`src/rtl/riscv_pkg.sv`:
```
// Shared RISC-V definitions: load/store size codes, LSU FSM states and an alignment helper.
package riscv_pkg;

  localparam logic [2:0] LDST_B  = 3'd0;
  localparam logic [2:0] LDST_H  = 3'd1;
  localparam logic [2:0] LDST_W  = 3'd2;
  localparam logic [2:0] LDST_BU = 3'd4;
  localparam logic [2:0] LDST_HU = 3'd5;

  typedef enum logic {
    LSU_IDLE,
    LSU_WAIT
  } lsu_state_t;

  // Halfwords must sit on even addresses, words on multiples of four.
  function automatic logic lsu_misaligned(input logic [2:0] size, input logic [1:0] off);
    case (size)
      LDST_H, LDST_HU: return off[0];
      LDST_W:          return off != 2'b00;
      default:         return 1'b0;
    endcase
  endfunction

endpackage

```
`src/rtl/lsu_data_align.sv`:
```
// Combinational byte-lane formatting: byte enables, store-data replication, load extract/extend.
module lsu_data_align
  import riscv_pkg::*;
(
  input  logic [2:0]  size,
  input  logic [1:0]  off,
  input  logic        we,
  input  logic [31:0] wd,
  input  logic [31:0] raw,
  output logic [3:0]  be,
  output logic [31:0] wd_rep,
  output logic [31:0] rd
);

  logic [7:0]  byte_sel;
  logic [15:0] half_sel;

  always_comb begin
    case (off)
      2'd0:    byte_sel = raw[7:0];
      2'd1:    byte_sel = raw[15:8];
      2'd2:    byte_sel = raw[23:16];
      default: byte_sel = raw[31:24];
    endcase
    half_sel = off[1] ? raw[31:16] : raw[15:0];
  end

  always_comb begin
    be = 4'b0000;
    case (size)
      LDST_B, LDST_BU: be = 4'b0001 << off;
      LDST_H, LDST_HU: be = off[1] ? 4'b1100 : 4'b0011;
      LDST_W:          be = 4'b1111;
      default:         be = 4'b0000;
    endcase
  end

  always_comb begin
    wd_rep = wd;
    case (size)
      LDST_B, LDST_BU: wd_rep = {4{wd[7:0]}};
      LDST_H, LDST_HU: wd_rep = {2{wd[15:0]}};
      default:         wd_rep = wd;
    endcase
  end

  // Stores never return data, so the load path is forced to zero for them.
  always_comb begin
    rd = 32'd0;
    if (!we) begin
      case (size)
        LDST_B:  rd = {{24{byte_sel[7]}}, byte_sel};
        LDST_BU: rd = {24'd0, byte_sel};
        LDST_H:  rd = {{16{half_sel[15]}}, half_sel};
        LDST_HU: rd = {16'd0, half_sel};
        LDST_W:  rd = raw;
        default: rd = 32'd0;
      endcase
    end
  end

endmodule

```
`src/rtl/lsu_riscv.sv`:
```
// Load-store unit: issue/wait FSM with timeout between core and data memory.
// Optional misalignment trap enabled by `LSU_MISALIGN_CHECK_EN.
module lsu_riscv
  import riscv_pkg::*;
#(
  parameter int unsigned MAX_WAIT = 255
) (
  input  logic        clk_i,
  input  logic        rst_ni,
  input  logic        core_req_i,
  input  logic        core_we_i,
  input  logic [2:0]  core_size_i,
  input  logic [31:0] core_addr_i,
  input  logic [31:0] core_wd_i,
  output logic [31:0] core_rd_o,
  output logic        core_stall_o,
  output logic        core_fault_o,
  output logic        mem_req_o,
  output logic        mem_we_o,
  output logic [3:0]  mem_be_o,
  output logic [31:0] mem_addr_o,
  output logic [31:0] mem_wd_o,
  input  logic [31:0] mem_rd_i,
  input  logic        mem_ready_i
);

  localparam int unsigned CW = (MAX_WAIT > 1) ? $clog2(MAX_WAIT) : 1;

  lsu_state_t    state, state_nxt;
  logic [CW-1:0] wait_cnt, wait_cnt_nxt;

  logic        misaligned;
  logic        timeout;
  logic        req, stall, fault, rd_kill;
  logic [3:0]  be_fmt;
  logic [31:0] wd_fmt, rd_fmt;

  lsu_data_align u_align (
    .size   (core_size_i),
    .off    (core_addr_i[1:0]),
    .we     (core_we_i),
    .wd     (core_wd_i),
    .raw    (mem_rd_i),
    .be     (be_fmt),
    .wd_rep (wd_fmt),
    .rd     (rd_fmt)
  );

`ifdef LSU_MISALIGN_CHECK_EN
  assign misaligned = lsu_misaligned(core_size_i, core_addr_i[1:0]);
`else
  assign misaligned = 1'b0;
`endif

  // Fires on the last permitted WAIT cycle; a ready in that same cycle takes priority.
  assign timeout = (MAX_WAIT != 0) && (wait_cnt == CW'(MAX_WAIT - 1)) && !mem_ready_i;

  always_ff @(posedge clk_i or negedge rst_ni) begin
    if (!rst_ni) begin
      state    <= LSU_IDLE;
      wait_cnt <= '0;
    end else begin
      state    <= state_nxt;
      wait_cnt <= wait_cnt_nxt;
    end
  end

  always_comb begin
    state_nxt    = state;
    wait_cnt_nxt = wait_cnt;
    req          = 1'b0;
    stall        = 1'b0;
    fault        = 1'b0;
    rd_kill      = 1'b0;
    case (state)
      LSU_IDLE: begin
        wait_cnt_nxt = '0;
        if (core_req_i) begin
          if (misaligned) begin
            fault = 1'b1;
          end else begin
            req       = 1'b1;
            stall     = 1'b1;
            state_nxt = LSU_WAIT;
          end
        end
      end
      LSU_WAIT: begin
        req = 1'b1;
        if (mem_ready_i) begin
          state_nxt    = LSU_IDLE;
          wait_cnt_nxt = '0;
        end else if (timeout) begin
          fault        = 1'b1;
          rd_kill      = 1'b1;
          state_nxt    = LSU_IDLE;
          wait_cnt_nxt = '0;
        end else begin
          stall        = 1'b1;
          wait_cnt_nxt = wait_cnt + 1'b1;
        end
      end
      default: begin
        state_nxt    = LSU_IDLE;
        wait_cnt_nxt = '0;
      end
    endcase
  end

  // Reset gates the outputs directly so an in-flight access vanishes immediately.
  assign mem_req_o    = rst_ni & req;
  assign mem_we_o     = rst_ni & req & core_we_i;
  assign core_stall_o = rst_ni & stall;
  assign core_fault_o = rst_ni & fault;
  assign mem_be_o     = rst_ni ? be_fmt : 4'b0000;
  assign core_rd_o    = (rst_ni && !rd_kill) ? rd_fmt : 32'd0;
  assign mem_addr_o   = core_addr_i;
  assign mem_wd_o     = wd_fmt;

endmodule

```
`config.mk`:
```
export PLATFORM = sky130hd
export DESIGN_NAME = lsu_riscv
export DESIGN_NICKNAME = d
export VERILOG_FILES = /design/src/rtl/riscv_pkg.sv /design/src/rtl/lsu_data_align.sv /design/src/rtl/lsu_riscv.sv
export SDC_FILE = /design/constraint.sdc
export NUM_CORES = 1
export LEC_CHECK = 0
export BUFFER_PORTS_ARGS = -buffer_cell sky130_fd_sc_hd__buf_2
export CAP_MARGIN = 30
export CORE_AREA = 2 2 116 73
export DETAILED_ROUTE_END_ITERATION = 8
export DIE_AREA = 0 0 118 75
export HOLD_SLACK_MARGIN = 0.12
export SLEW_MARGIN = 20
export SYNTH_ARGS = -nofsm -noshare
export SYNTH_HDL_FRONTEND = slang
export SYNTH_SLANG_ARGS = --single-unit
```
`constraint.sdc`:
```
create_clock -name clk_i -period 1.7 [get_ports clk_i]
set_clock_uncertainty 0.05 [all_clocks]
set_input_delay 0.085 -clock clk_i [delete_from_list [all_inputs] [get_ports clk_i]]
set_output_delay 0.085 -clock clk_i [all_outputs]
set_load 0.02 [all_outputs]
```
# After elaboration in Yosys (flattened, before gate mapping)
# Index checks and enable logic that the tools add are counted.
# word_totals
inputBits,104
reg_bits,9
# op_classes
bitwise_logic,5
n_addsub,1
shift,1
reduce_logical,8
eq_ne,7
n_mux,21
# ops
cell,count
$pmux W32 S5,1
$mux W32,2
$pmux W32 S2,1
$pmux W8 S3,1
$mux W16,1
$mux W8,2
$pmux W8 S2,1
$pmux W4 S3,1
$add A8 B1 Y8 const B,1
$eq A8 B8 Y1 const B,1
$mux W4,2
$eq A3 B3 Y1 const B,2
$mux W1,6
$pmux W1 S2,3
$and A1 B1 Y1,4
$reduce_or A2 Y1,2
$shl A1 B2 Y4 const A,1
$eq A3 B1 Y1 const B,1
$eq A3 B2 Y1 const B,1
$logic_not A3 Y1,1
$eq A2 B1 Y1 const B,1
$eq A2 B2 Y1 const B,1
$logic_and A1 B1 Y1,2
$logic_not A1 Y1,2
2 further kinds,2

# Depth between registers and ports, before layout
# Gate-level depths: netlist (run 1).
# logic_depth
ltp_word,8
depth_mapped,7
ltp_nobuf,6

# Cells and area by module
# A second synthesis (run 1) with hierarchy kept.
# hier_totals
hier_cells,307
hier_area_um2,2426.1
# by_module_without_submodules
module,seq_area_each_um2,cells_each,instances,area_each_um2
lsu_data_align,0.0,185,1,1371.3
lsu_riscv,225.2,122,1,1054.8

# Worst setup path after synthesis (run 1)
# No wires, ideal clock.
# synth_timing
path_type,reg2out
startpoint,register wait_cnt[0]
endpoint,output port core_rd_o[30]
setup_slack_ps,-101
n_path_buf,1
stages_incl_launch_ff,8
arrival_time_ps,1666
cell_sequence,dfrtp_1 -> inv_1 -> ha_1 -> and3_1 -> nand3b_1 -> nand3_1 -> buf_4 -> a21oi_1
# synth_via
elab_chain_cells,8
# synth_rtl
item,line_no,rtl
start: declaration,lsu_riscv.sv:30,"logic [CW-1:0] wait_cnt, wait_cnt_nxt;"
start signal: assignment,lsu_riscv.sv:64,wait_cnt <= wait_cnt_nxt;
$eq A8 B8 Y1,lsu_riscv.sv:56,assign timeout = (MAX_WAIT != 0) && (wait_cnt == CW'(MAX_WAIT - 1)) && !mem_ready_i;
$logic_and A1 B1 Y1,lsu_riscv.sv:56,
$mux W1,lsu_riscv.sv:93,end else if (timeout) begin
$mux W1,lsu_riscv.sv:90,if (mem_ready_i) begin
$mux W1,lsu_riscv.sv:75,case (state)
$logic_not A1 Y1,lsu_riscv.sv:116,assign core_rd_o = (rst_ni && !rd_kill) ? rd_fmt : 32'd0;
$logic_and A1 B1 Y1,lsu_riscv.sv:116,
$mux W32,lsu_riscv.sv:116,
end: declaration,lsu_riscv.sv:15,"output logic [31:0] core_rd_o,"
# No other way between the ends.

# Final worst setup path (run 1)
# layout_timing
startpoint,register wait_cnt[0]
endpoint,output port core_rd_o[31]
# The elaborated chain is that of the path after synthesis.

==> metrics.txt, run 1 <==
# TYPE chip_impl_metric gauge
chip_impl_metric{name="vias_in_the_first_global_route",unit=""} 1976
chip_impl_metric{name="maximum_fanout_along_the_worst_path",unit=""} 16
chip_impl_metric{name="final_layout_size_suffix_gt1_share",unit="%"} 63.01
chip_impl_metric{name="num_rows",unit=""} 25
chip_impl_metric{name="tightest_slew",unit="ps"} 551.8
chip_impl_metric{name="timing.slew.headroom",unit="%"} 63.13
chip_impl_metric{name="comb_pwr_share",unit="%"} 51.6
chip_impl_metric{name="register_area",unit="µm²"} 225.2
chip_impl_info{name="synthTopCellsByCount",value="buf_4 (41), nand2_1 (26), nor2_1 (26)"} 1
chip_impl_metric{name="r2r.worst_path.cells",unit=""} 6
chip_impl_metric{name="drt_drc_violations_left",unit=""} 0
chip_impl_metric{name="multi_input_area",unit="mm²"} 0.001391
chip_impl_metric{name="grt_use_total",unit="%"} 13.93
chip_impl_metric{name="drt_iter0_markers",unit=""} 120
chip_impl_metric{name="synthArstFlopShare",unit="%"} 100.0
chip_impl_metric{name="route.antenna.remaining_nets",unit=""} 0
chip_impl_info{name="startpoint_class_of_the_critical_path",value="flip-flop"} 1
chip_impl_metric{name="power.share.clock",unit="%"} 31.4
chip_impl_info{name="grt_most_used_layer",value="met2"} 1
chip_impl_info{name="worst_hold_path.endpoint",value="mem_addr_o[6]"} 1
chip_impl_metric{name="vdd_ir_drop_max",unit="µV"} 310.1
chip_impl_metric{name="dpl-instance-area",unit="mm²"} 0.002619
chip_impl_info{name="hold_path_class",value="in -> out"} 1
chip_impl_info{name="delay_heaviest_family_cp",value="simple AND/OR/NAND/NOR gates"} 1
chip_impl_metric{name="core",unit="mm²"} 0.007726
chip_impl_metric{name="drt_first_pass_iters",unit=""} 5
chip_impl_info{name="synth_top_flop_cell",value="dfrtp_1"} 1
chip_impl_metric{name="postLayoutCoreUtil",unit="%"} 37.65
chip_impl_metric{name="setup_viol",unit=""} 33
chip_impl_metric{name="finalSetupTns",unit="ps"} -4641
chip_impl_metric{name="effective_utilization_at_floorplan",unit="%"} 25.43
chip_impl_metric{name="cts-htree-levels",unit=""} 1
chip_impl_metric{name="finished_cell_area",unit="mm²"} 0.002909
chip_impl_metric{name="worst_skew_pair.late_latency",unit="ps"} 240
chip_impl_info{name="critical_path.endpoint_type",value="output pin"} 1
chip_impl_metric{name="power.share.switching",unit="%"} 37.45
chip_impl_metric{name="synth_enable_flop_cells",unit=""} 0
chip_impl_info{name="series_of_cell_instances_along_the_critical_path",value="inv_1 -> ha_2 -> and3_4 -> nand3b_1 -> nand3_2 -> buf_12 -> a21oi_1 -> buf_4"} 1
chip_impl_metric{name="pin_count_of_the_biggest_net_entering_global_routing",unit=""} 32
chip_impl_info{name="unrepaired_setup_endpoints_after_global_routing",value="true"} 1
chip_impl_metric{name="critPathRequiredTime",unit="ps"} 1560
chip_impl_metric{name="worst_slack",unit="ps"} -169.7
chip_impl_metric{name="pin_count",unit=""} 208
chip_impl_info{name="min-delay-start",value="core_addr_i[6]"} 1
chip_impl_metric{name="cts_num_sinks",unit=""} 9
chip_impl_metric{name="power.static_leakage",unit="nW"} 1.385
chip_impl_metric{name="synthesis.instances",unit=""} 246
chip_impl_metric{name="numPortBuffers",unit=""} 147
chip_impl_metric{name="postRouteWirelength",unit="µm"} 6778
chip_impl_metric{name="slowest_delay",unit="ps"} 370
chip_impl_metric{name="post_synth_instance_area",unit="mm²"} 0.001964
chip_impl_metric{name="filler_cell_count",unit=""} 819
chip_impl_metric{name="fin_crit",unit="ps"} 1870
chip_impl_metric{name="globalRouteMet3Util",unit="%"} 4.621
chip_impl_metric{name="detail_placement_hpwl",unit="µm"} 5470
chip_impl_metric{name="achievable-frequency",unit="GHz"} 0.5349
chip_impl_metric{name="power.switching",unit="W"} 0.0005006
chip_impl_info{name="tritoncts_clock_tree",value="built"} 1
chip_impl_metric{name="gp_routability_congestion",unit=""} 0.8236
chip_impl_metric{name="synth_seq_area_share",unit="%"} 11.46
chip_impl_metric{name="drv_cap",unit=""} 0
chip_impl_metric{name="design.final.nets",unit=""} 472
chip_impl_metric{name="clk_path_buf_depth",unit=""} 2
chip_impl_metric{name="dieArea",unit="mm²"} 0.008850
chip_impl_metric{name="die-width",unit="µm"} 118
chip_impl_metric{name="overflow",unit=""} 0
chip_impl_info{name="clockRootBuffer",value="clkbuf_16"} 1
chip_impl_metric{name="grt_first_pass_wirelength",unit="µm"} 9942
chip_impl_metric{name="detail_route.vias_per_cell",unit=""} 4.715
chip_impl_metric{name="met2_usage",unit="%"} 23.06
chip_impl_metric{name="syn_to_final_growth",unit="%"} 48.09
chip_impl_metric{name="synthDominantCellAreaShare",unit="%"} 15.67
chip_impl_metric{name="cellPowerDensity",unit="mW/mm²"} 459.5
chip_impl_metric{name="synthesis.nets",unit=""} 352
chip_impl_metric{name="timing.final.max_slew_violations",unit=""} 0
chip_impl_metric{name="height_of_the_die",unit="µm"} 75
chip_impl_info{name="synth.largest_area_cell",value="buf_4"} 1
chip_impl_metric{name="p_seq_share",unit="%"} 17.1
chip_impl_metric{name="post_place_setup_slack",unit="ps"} -214.7
chip_impl_metric{name="worst_setup_hold_path_clk_slew",unit="ps"} 40
chip_impl_metric{name="critPathArrivalTime",unit="ps"} 1730
chip_impl_metric{name="synth_warnings",unit=""} 0
chip_impl_info{name="critical_path.reg2reg.startpoint",value="wait_cnt[0]$_DFF_PN0_"} 1
chip_impl_metric{name="yosys.cell_types.count",unit=""} 42
chip_impl_metric{name="finalHoldWorstSlack",unit="ps"} 120.0
chip_impl_info{name="cp_slowest_cell",value="dfrtp_1"} 1
chip_impl_info{name="critPathKind",value="reg -> out"} 1
chip_impl_metric{name="report.final.hold_viol_count",unit=""} 0
chip_impl_metric{name="insertedDiodeCount",unit=""} 0
chip_impl_metric{name="ff2ff_setup_slack",unit="ps"} 390
chip_impl_metric{name="internal_power",unit="W"} 0.0008360
chip_impl_metric{name="cts_inserted_buffers",unit=""} 3
chip_impl_metric{name="share_of_the_clock_period_used_by_the_worst_path",unit="%"} 110.0
chip_impl_info{name="failed_checks",value="negative setup slack"} 1
chip_impl_metric{name="hold_path_depth",unit=""} 0
chip_impl_metric{name="route.detailed.wl_per_inst",unit="µm"} 14.33
chip_impl_info{name="run_status",value="finished with violations"} 1
chip_impl_metric{name="synth.avg_cell_area",unit="µm²"} 7.985
chip_impl_metric{name="route.vias.total",unit=""} 2230
chip_impl_metric{name="synth_seq_cells",unit=""} 9
chip_impl_info{name="top_post_synthesis_cells_by_area",value="buf_4 (16%), dfrtp_1 (11%), mux2_2 (9.2%)"} 1
chip_impl_info{name="timing.rr.end",value="wait_cnt[4]$_DFF_PN0_"} 1
chip_impl_metric{name="initial_antenna_violation_count",unit=""} 0
chip_impl_metric{name="groute.layer.met1.usage",unit="%"} 18.51
chip_impl_metric{name="worstPathBufferInverterCount",unit=""} 3
chip_impl_info{name="synth.most_common_cell",value="buf_4"} 1
-- per-layer routing --
metal | wire [µm] | vias up
met2 | 3201 | 109
li1 | - | 1082
met4 | 18 | 0
met1 | 3042 | 1037
met3 | 515 | 2
met5 | 0 | -
-- worst max path at each step --
stage,to,cells after the start,slack (ps),start
finish,core_rd_o[31],8,-170,wait_cnt[0]$_DFF_PN0_
global route,core_rd_o[31],8,-250,wait_cnt[0]$_DFF_PN0_
CTS,core_rd_o[31],8,-170,wait_cnt[0]$_DFF_PN0_
detailed placement,core_rd_o[18],7,-210,core_addr_i[0]
global placement,core_rd_o[31],6,-160,core_addr_i[0]
floorplan,core_rd_o[14],7,-50,wait_cnt[0]$_DFF_PN0_
-- final cells by class --
| class | instances | share of cell area, % |
|---|---|---|
| repair buffers | 172 | 36.52 |
| clock buffers | 3 | 2.581 |
| well taps | 108 | 4.645 |
| flip-flops and latches | 9 | 7.742 |
| multi-input cells | 176 | 47.83 |
| inverters | 4 | 0.5161 |
| clock inverters | 1 | 0.1720 |
-- state kept, by name, summed over array words and instances (netlist names) --
signal and flops:
wait_cnt 8, state 1
-- power groups by stage --
stage,Sequential (W),Clock [W],Combinational (W)
detailed placement,0.000230,0,0.000655
floorplan,0.000232,0,0.000501
global route,0.000228,0.000446,0.000745
finish,0.000228,0.000419,0.000689
CTS,0.000227,0.000429,0.000685
global placement,0.000230,0,0.000648
-- timing repair --
action                                  4_1_cts  5_1_grt
setup buffers                                 1        1
gates resized for setup                      39       15
pin swaps                                     1        1
gates cloned                                  1        0
hold buffers                                  2        0
endpoints found under the setup margin       33       34
hold endpoints to repair                     10        0
-- metrics by stage --
step           total power, W  cells
3_5_place_dp        0.0008845    464
5_1_grt              0.001420    473
2_1_floorplan       0.0007327    246
3_3_place_gp        0.0008777    464
4_1_cts              0.001341    472
6_report             0.001337    473
-- cell families (layout without fill, tap and decap cells) --
kind of cell | after synthesis | after routing | share of synthesized area, %
muxes | 33 | 33 | 22.48
AOI/OAI and AO/OA | 59 | 59 | 21.85
DFF | 9 | 9 | 11.47
and+or+nand+nor | 76 | 76 | 18.73
adders and majority gates | 2 | 2 | 1.274
buffers and inverters | 61 | 180 | 21.53
xor gates and xnor gates | 6 | 6 | 2.675
-- layout by cell type, fill, tap and decap left out, types with 2 or more instances in the layout --
cell type and count:
buf_4 31, mux2i_1 10, mux2_2 16, clkbuf_16 3, dlygate4sd3_1 2, buf_6 11, buf_2 125, a21oi_2 16
a222oi_1 7, inv_1 4, nand3_2 2, mux4_2 6, dfrtp_1 9, nand3_1 3, and2_1 3, o21ai_0 9
a21oi_1 12, a21o_1 2, buf_12 3, nor2_1 21, nor2_2 4, xor2_1 5, a22oi_1 8, nor2_4 3
nand2_1 26
Power figures use the tool's default switching activity.
==> run 2: changes to the inputs <==
- ABC_CLOCK_PERIOD_IN_PS: default -> 1700
- CORE_AREA: 2 2 116 73 -> 2 2 77 108
- DIE_AREA: 0 0 118 75 -> 0 0 79 110
==> run 2 against run 1 <==
Net effect:
- the run still ends with negative setup slack left
- setup slack better by 66 ps
- final cell count down 1.1%
- global-route usage up 0.46 points
- largest cell class unchanged
- combinational power about the same
- register-to-register slack about the same
- first-iteration DRC count down 7.5%
- sequential share of layout area up 0.15 points
- wire length down 0.15%
==> metrics.txt, run 2 (synthesis results as in run 1) <==
# TYPE chip_impl_metric gauge
chip_impl_info{name="run_status",value="finished with violations"} 1
chip_impl_info{name="failed_checks",value="negative setup slack"} 1
chip_impl_metric{name="cp_num_cells",unit=""} 8
chip_impl_metric{name="numPortBuffers",unit=""} 147
chip_impl_info{name="tritoncts_clock_tree",value="built"} 1
chip_impl_metric{name="grt_use_total",unit="%"} 14.39
chip_impl_metric{name="pin_count_of_the_biggest_net_entering_global_routing",unit=""} 25
chip_impl_metric{name="timing.slew.headroom",unit="%"} 58.95
chip_impl_metric{name="effective_utilization_at_floorplan",unit="%"} 25.50
chip_impl_info{name="delay_heaviest_family_cp",value="simple AND/OR/NAND/NOR gates"} 1
chip_impl_metric{name="cellPowerDensity",unit="mW/mm²"} 405.5
chip_impl_metric{name="postRouteWirelength",unit="µm"} 6768
chip_impl_metric{name="maximum_fanout_along_the_worst_path",unit=""} 16
chip_impl_metric{name="design.final.nets",unit=""} 475
chip_impl_metric{name="timing.final.max_slew_violations",unit=""} 0
chip_impl_metric{name="slowest_delay",unit="ps"} 370
chip_impl_metric{name="fin_crit",unit="ps"} 1804
chip_impl_metric{name="final_layout_size_suffix_gt1_share",unit="%"} 61.68
chip_impl_metric{name="flip_flop_count_of_the_largest_register_after_layout",unit=""} 8
chip_impl_metric{name="die-width",unit="µm"} 79
chip_impl_metric{name="cts_inserted_buffers",unit=""} 3
chip_impl_metric{name="drt_drc_violations_left",unit=""} 0
chip_impl_info{name="cp_slowest_cell",value="dfrtp_1"} 1
chip_impl_metric{name="critPathRequiredTime",unit="ps"} 1560
chip_impl_info{name="unrepaired_setup_endpoints_after_global_routing",value="true"} 1
chip_impl_metric{name="num_rows",unit=""} 38
chip_impl_metric{name="detail_placement_hpwl",unit="µm"} 5538
chip_impl_metric{name="finalHoldWorstSlack",unit="ps"} 120.0
chip_impl_info{name="final_cell_mix",value="buf_2 (113), buf_4 (53), nand2_1 (26)"} 1
chip_impl_metric{name="route.detailed.wl_per_inst",unit="µm"} 14.46
chip_impl_metric{name="drt_first_pass_iters",unit=""} 4
chip_impl_metric{name="overflow",unit=""} 0
chip_impl_metric{name="critPathArrivalTime",unit="ps"} 1670
chip_impl_info{name="clockRootBuffer",value="clkbuf_8"} 1
chip_impl_info{name="largest_registers_in_the_final_layout",value="wait_cnt: 8 flops, state: 1 flops"} 1
chip_impl_metric{name="cts-htree-levels",unit=""} 1
chip_impl_metric{name="drt_iter0_markers",unit=""} 111
chip_impl_info{name="startpoint_class_of_the_critical_path",value="flip-flop"} 1
chip_impl_metric{name="syn_to_final_growth",unit="%"} 45.29
chip_impl_metric{name="report.final.hold_viol_count",unit=""} 0
chip_impl_metric{name="tightest_slew",unit="ps"} 614.3
chip_impl_info{name="critical_path.endpoint_type",value="output pin"} 1
chip_impl_metric{name="hold_path_depth",unit=""} 0
chip_impl_metric{name="route.antenna.remaining_nets",unit=""} 0
chip_impl_metric{name="grt_first_pass_wirelength",unit="µm"} 10050
chip_impl_metric{name="drv_cap",unit=""} 0
chip_impl_metric{name="share_of_the_clock_period_used_by_the_worst_path",unit="%"} 106.1
chip_impl_metric{name="gp_routability_congestion",unit=""} 0.7579
chip_impl_metric{name="worst_skew_pair.late_latency",unit="ps"} 230
chip_impl_metric{name="post_place_setup_slack",unit="ps"} -229.4
chip_impl_metric{name="vdd_ir_drop_max",unit="µV"} 218.7
chip_impl_metric{name="vias_in_the_first_global_route",unit=""} 2145
chip_impl_metric{name="worst_slack",unit="ps"} -103.7
chip_impl_metric{name="pin_count",unit=""} 208
chip_impl_metric{name="power.static_leakage",unit="nW"} 1.370
chip_impl_metric{name="clk_path_buf_depth",unit=""} 2
chip_impl_metric{name="height_of_the_die",unit="µm"} 110
chip_impl_metric{name="r2r.worst_path.cells",unit=""} 5
chip_impl_metric{name="setup_viol",unit=""} 32
chip_impl_info{name="critPathKind",value="reg -> out"} 1
chip_impl_metric{name="finalSetupTns",unit="ps"} -2393
chip_impl_metric{name="detail_route.vias_per_cell",unit=""} 4.821
chip_impl_metric{name="achievable-frequency",unit="GHz"} 0.5544
chip_impl_metric{name="dieArea",unit="mm²"} 0.008690
chip_impl_metric{name="insertedDiodeCount",unit=""} 0
chip_impl_info{name="commonest_non_fill_non_tap_cell_in_the_layout",value="buf_2"} 1
chip_impl_metric{name="initial_antenna_violation_count",unit=""} 0
chip_impl_info{name="top_register",value="wait_cnt"} 1
chip_impl_metric{name="core",unit="mm²"} 0.007702
chip_impl_metric{name="worst_setup_hold_path_clk_slew",unit="ps"} 40
chip_impl_metric{name="power.total",unit="W"} 0.001157
chip_impl_info{name="hold_path_class",value="in -> out"} 1
chip_impl_metric{name="cts_num_sinks",unit=""} 9
chip_impl_metric{name="route.vias.total",unit=""} 2256
chip_impl_metric{name="worstPathBufferInverterCount",unit=""} 3
chip_impl_info{name="series_of_cell_instances_along_the_critical_path",value="inv_1 -> ha_2 -> and3_4 -> nand3b_1 -> nand3_1 -> buf_6 -> nor2_1 -> buf_4"} 1
[run 2: changes by cell type in the layout (fill, tap and decap cells not counted), sizes merged]
cell    before  now
buf        170  173
clkbuf       3    4
clkinv       1    0
[run 2: path summary, 6_finish.rpt]
path	from	endpoint	slack [ps]
max in group asynchronous	rst_ni	wait_cnt[6]$_DFF_PN0_	1190
worst max register to register	wait_cnt[1]$_DFF_PN0_	wait_cnt[6]$_DFF_PN0_	400
worst min register to register	state$_DFF_PN0_	state$_DFF_PN0_	450
worst max-delay path	wait_cnt[0]$_DFF_PN0_	core_rd_o[4]	-100
worst min-delay path	core_addr_i[23]	mem_addr_o[23]	120
min in group asynchronous	rst_ni	wait_cnt[5]$_DFF_PN0_	270
[run 2: final cells by class]
type                    count  area (µm²)
fillers                   830        4848
multi-input cells         176        1373
repair buffers            175        1071
flip-flops and latches      9       225.2
well taps                 100       125.1
clock buffers               4       45.04
inverters                   4       15.01
[run 2: power by group]
| group | total (W) | leakage (nW) | switching [W] | internal, W |
|---|---|---|---|---|
| Combinational | 0.000687 | 1.22 | 0.000382 | 0.000305 |
| Sequential | 0.000228 | 0.123 | 0.00000559 | 0.000222 |
| Clock | 0.000242 | 0.0228 | 0.0000793 | 0.000163 |
| Total | 0.00116 | 1.37 | 0.000467 | 0.000690 |
[run 2: repair_timing]
| item | CTS | global route |
|---|---|---|
| hold buffers | 2 | 0 |
| pin swaps | 1 | 2 |
| setup endpoints to repair | 33 | 33 |
| buffers inserted | 0 | 2 |
| resized for setup | 40 | 15 |
| hold endpoints to repair | 10 | 0 |
[run 2: routing by layer]
layer | vias up | global-route usage [%] | wire, µm
li1 | 1086 | - | -
met1 | 1027 | 13.36 | 2187
met2 | 117 | 28.81 | 3689
met3 | 26 | 3.339 | 655
met4 | 0 | 7.143 | 236
met5 | - | 0 | 0
[run 2: worst reg2reg max path: stages (launching register included)]
cell     delay, ps
dfrtp_1        380
ha_2           170
and3_4         160
a21o_1         190
buf_4          170
nor2_1         100
[run 2: stage by stage]
| step | instances | cell area (µm²) | util [%] |
|---|---|---|---|
| after floorplan | 246 | 1968 | - |
| after global placement | 460 | 2614 | 33.93 |
| after detailed placement | 460 | 2614 | 33.93 |
| after CTS | 466 | 2789 | 36.21 |
| after global routing | 468 | 2854 | 37.05 |
| final | 468 | 2854 | 37.05 |
==> run 3: changes to the inputs <==
- CELL_PAD_IN_SITES_DETAIL_PLACEMENT: default -> 1
- CELL_PAD_IN_SITES_GLOBAL_PLACEMENT: default -> 1
- CORE_AREA: 2 2 77 108 -> 2 2 82 115
- DIE_AREA: 0 0 79 110 -> 0 0 84 117
- PLACE_DENSITY_LB_ADDON: default -> 0.1
==> run 3 against run 2 <==
Net effect:
- the run still ends with negative setup slack left
- flip-flop and latch count stayed put
- global-route usage is 1.0 points higher
- fmax is 2.7% lower
- setup slack worse by 50 ps
- combinational power is 6.6% higher
- sequential power hardly changed
- core utilization is 2.7 points lower
- worst hold slack hardly changed
- critical path depth is 1 lower
- sequential share of layout area is 0.50 points lower
- die area is 13% higher
- largest cell class unchanged
- highest routed layer unchanged
==> metrics.txt, run 3 (synthesis results as in run 1) <==
# TYPE chip_impl_metric gauge
chip_impl_metric{name="slowest_delay",unit="ps"} 380
chip_impl_metric{name="vdd_ir_drop_max",unit="µV"} 358.9
chip_impl_metric{name="critPathRequiredTime",unit="ps"} 1560
chip_impl_metric{name="drt_iter0_markers",unit=""} 62
chip_impl_metric{name="route.vias.total",unit=""} 2309
chip_impl_metric{name="syn_to_final_growth",unit="%"} 55.16
chip_impl_metric{name="postRouteWirelength",unit="µm"} 7810
chip_impl_metric{name="tightest_slew",unit="ps"} 613.5
chip_impl_metric{name="route.detailed.wl_per_inst",unit="µm"} 16.27
chip_impl_info{name="clockRootBuffer",value="clkbuf_16"} 1
chip_impl_metric{name="effective_utilization_at_floorplan",unit="%"} 22.13
chip_impl_metric{name="clk_path_buf_depth",unit=""} 2
chip_impl_metric{name="dieArea",unit="mm²"} 0.009828
chip_impl_metric{name="worstPathBufferInverterCount",unit=""} 2
chip_impl_info{name="critical_path.endpoint_type",value="output pin"} 1
chip_impl_info{name="failed_checks",value="negative setup slack"} 1
chip_impl_metric{name="drt_drc_violations_left",unit=""} 0
chip_impl_metric{name="die-width",unit="µm"} 84
chip_impl_info{name="largest_registers_in_the_final_layout",value="wait_cnt: 8 flops, state: 1 flops"} 1
chip_impl_info{name="highest-signal-layer",value="met4"} 1
chip_impl_info{name="delay_heaviest_family_cp",value="simple AND/OR/NAND/NOR gates"} 1
chip_impl_metric{name="final_cells",unit=""} 480
chip_impl_info{name="cp_slowest_cell",value="dfrtp_1"} 1
chip_impl_metric{name="final_layout_size_suffix_gt1_share",unit="%"} 64.88
chip_impl_info{name="startpoint_class_of_the_critical_path",value="flip-flop"} 1
chip_impl_metric{name="pin_count_of_the_biggest_net_entering_global_routing",unit=""} 25
chip_impl_info{name="critPathKind",value="reg -> out"} 1
chip_impl_metric{name="power.share.switching",unit="%"} 37.20
chip_impl_metric{name="height_of_the_die",unit="µm"} 117
chip_impl_metric{name="flip_flop_count_of_the_largest_register_after_layout",unit=""} 8
chip_impl_metric{name="cts_inserted_buffers",unit=""} 3
chip_impl_metric{name="timing.slew.headroom",unit="%"} 59.00
chip_impl_info{name="tritoncts_clock_tree",value="built"} 1
chip_impl_metric{name="detail_placement_hpwl",unit="µm"} 6236
chip_impl_metric{name="placed_cell_count",unit=""} 470
chip_impl_metric{name="route.antenna.remaining_nets",unit=""} 0
chip_impl_metric{name="pin_count",unit=""} 208
chip_impl_metric{name="p_seq_share",unit="%"} 16.6
chip_impl_metric{name="numPortBuffers",unit=""} 147
chip_impl_info{name="top_register",value="wait_cnt"} 1
chip_impl_metric{name="drt_first_pass_iters",unit=""} 4
chip_impl_info{name="run_status",value="finished with violations"} 1
chip_impl_metric{name="finalSetupTns",unit="ps"} -4017
chip_impl_metric{name="insertedDiodeCount",unit=""} 0
chip_impl_info{name="commonest_non_fill_non_tap_cell_in_the_layout",value="buf_2"} 1
chip_impl_metric{name="core",unit="mm²"} 0.008875
chip_impl_metric{name="comb_pwr_share",unit="%"} 53.3
chip_impl_metric{name="cellPowerDensity",unit="mW/mm²"} 450.5
chip_impl_metric{name="initial_antenna_violation_count",unit=""} 0
chip_impl_metric{name="power.switching",unit="W"} 0.0005108
chip_impl_info{name="series_of_cell_instances_along_the_critical_path",value="ha_2 -> and3_4 -> nand3b_1 -> nand3_2 -> buf_8 -> a21oi_2 -> buf_4"} 1
chip_impl_info{name="final_cell_mix",value="buf_2 (124), buf_4 (33), nand2_1 (26)"} 1
chip_impl_metric{name="maximum_fanout_along_the_worst_path",unit=""} 8
chip_impl_metric{name="wl_met2",unit="µm"} 4225
chip_impl_metric{name="finalHoldWorstSlack",unit="ps"} 120.0
chip_impl_metric{name="dpl-instance-area",unit="mm²"} 0.002683
chip_impl_metric{name="worst_skew_pair.late_latency",unit="ps"} 230
chip_impl_metric{name="drv_cap",unit=""} 0
chip_impl_metric{name="achievable-frequency",unit="GHz"} 0.5396
chip_impl_metric{name="cts-htree-levels",unit=""} 1
chip_impl_metric{name="num_rows",unit=""} 41
chip_impl_metric{name="grt_first_pass_wirelength",unit="µm"} 12280
chip_impl_metric{name="worst_setup_hold_path_clk_slew",unit="ps"} 40
chip_impl_metric{name="worst_slack",unit="ps"} -153.3
chip_impl_metric{name="design.final.nets",unit=""} 480
chip_impl_metric{name="setup_viol",unit=""} 33
chip_impl_metric{name="grt_use_total",unit="%"} 15.39
chip_impl_metric{name="fin_crit",unit="ps"} 1853
chip_impl_metric{name="postLayoutCoreUtil",unit="%"} 34.34
chip_impl_metric{name="internal_power",unit="W"} 0.0008623
chip_impl_metric{name="power.share.clock",unit="%"} 30.1
chip_impl_metric{name="finished_cell_area",unit="mm²"} 0.003048
chip_impl_metric{name="overflow",unit=""} 0
chip_impl_metric{name="power.static_leakage",unit="nW"} 1.431
chip_impl_info{name="unrepaired_setup_endpoints_after_global_routing",value="true"} 1
chip_impl_metric{name="share_of_the_clock_period_used_by_the_worst_path",unit="%"} 109.0
chip_impl_metric{name="wl_met1",unit="µm"} 2883
chip_impl_metric{name="gp_routability_congestion",unit=""} 0.8389
chip_impl_metric{name="vias_in_the_first_global_route",unit=""} 2395
chip_impl_metric{name="ff2ff_setup_slack",unit="ps"} 280
chip_impl_metric{name="detail_route.vias_per_cell",unit=""} 4.810
chip_impl_info{name="hold_path_class",value="in -> out"} 1
chip_impl_metric{name="timing.final.max_slew_violations",unit=""} 0
chip_impl_metric{name="routed-wl-met3",unit="µm"} 556
chip_impl_metric{name="cts_num_sinks",unit=""} 9
chip_impl_metric{name="critPathArrivalTime",unit="ps"} 1720
chip_impl_metric{name="report.final.hold_viol_count",unit=""} 0
[run 3: cell types whose count changed in the layout (fill, tap and decap cells not counted), sizes merged]
cell	previous run	this run
buf	173	178
[run 3: through the flow]
step           power (W)  setup WS [ps]
2_1_floorplan  0.0007327         -51.59
3_3_place_gp   0.0009099         -268.3
3_5_place_dp   0.0009150         -297.3
4_1_cts         0.001374         -153.2
5_1_grt         0.001464         -270.1
6_report        0.001373         -153.3
[run 3: worst reg2reg max path, delay by kind of cell (launching register included)]
family                 cells  cell delay, ps
buffers and inverters      2             280
AND/OR/NAND/NOR            2             380
flip-flops                 1             420
AO/OA/AOI/OAI              1             210
[run 3: path summary, 6_finish.rpt]
path,from,end,depth (start not counted)
hold reg to reg,state$_DFF_PN0_,state$_DFF_PN0_,1
hold / removal,core_addr_i[18],mem_addr_o[18],0
setup reg to reg,wait_cnt[2]$_DFF_PN0_,wait_cnt[7]$_DFF_PN0_,5
setup / recovery,wait_cnt[1]$_DFF_PN0_,core_rd_o[15],7
min in group asynchronous,rst_ni,wait_cnt[3]$_DFF_PN0_,3
max in group asynchronous,rst_ni,wait_cnt[4]$_DFF_PN0_,3
[run 3: cell type report]
cell class                      count  area [µm²]
Sequential cell                     9       225.2
Clock buffer                        4       78.83
Fill cell                        1105        5827
Timing Repair Buffer              180        1164
Multi-Input combinational cell    176        1431
Inverter                            4       15.01
Tap cell                          107       133.9
[run 3: power groups by stage]
stage / logic, W / clock network (W) / registers [W]
detailed placement: 0.000685 / 0 / 0.000230
global route: 0.000794 / 0.000441 / 0.000229
finish: 0.000732 / 0.000413 / 0.000228
global placement: 0.000680 / 0 / 0.000230
floorplan: 0.000501 / 0 / 0.000232
CTS: 0.000722 / 0.000425 / 0.000227
[run 3: metal layers]
metal  global-route usage (%)  up-vias
li1                         -     1093
met1                    16.90     1081
met2                    30.40      121
met3                    2.665       14
met4                    4.086        0
met5                        0        -
[run 3: what timing repair did]
action	in CTS	in global routing
hold buffers	2	0
setup endpoints to repair	33	34
setup buffers	1	2
gates resized for setup	47	23
pin swaps	2	2
hold endpoints to repair	10	0
gates cloned	1	0
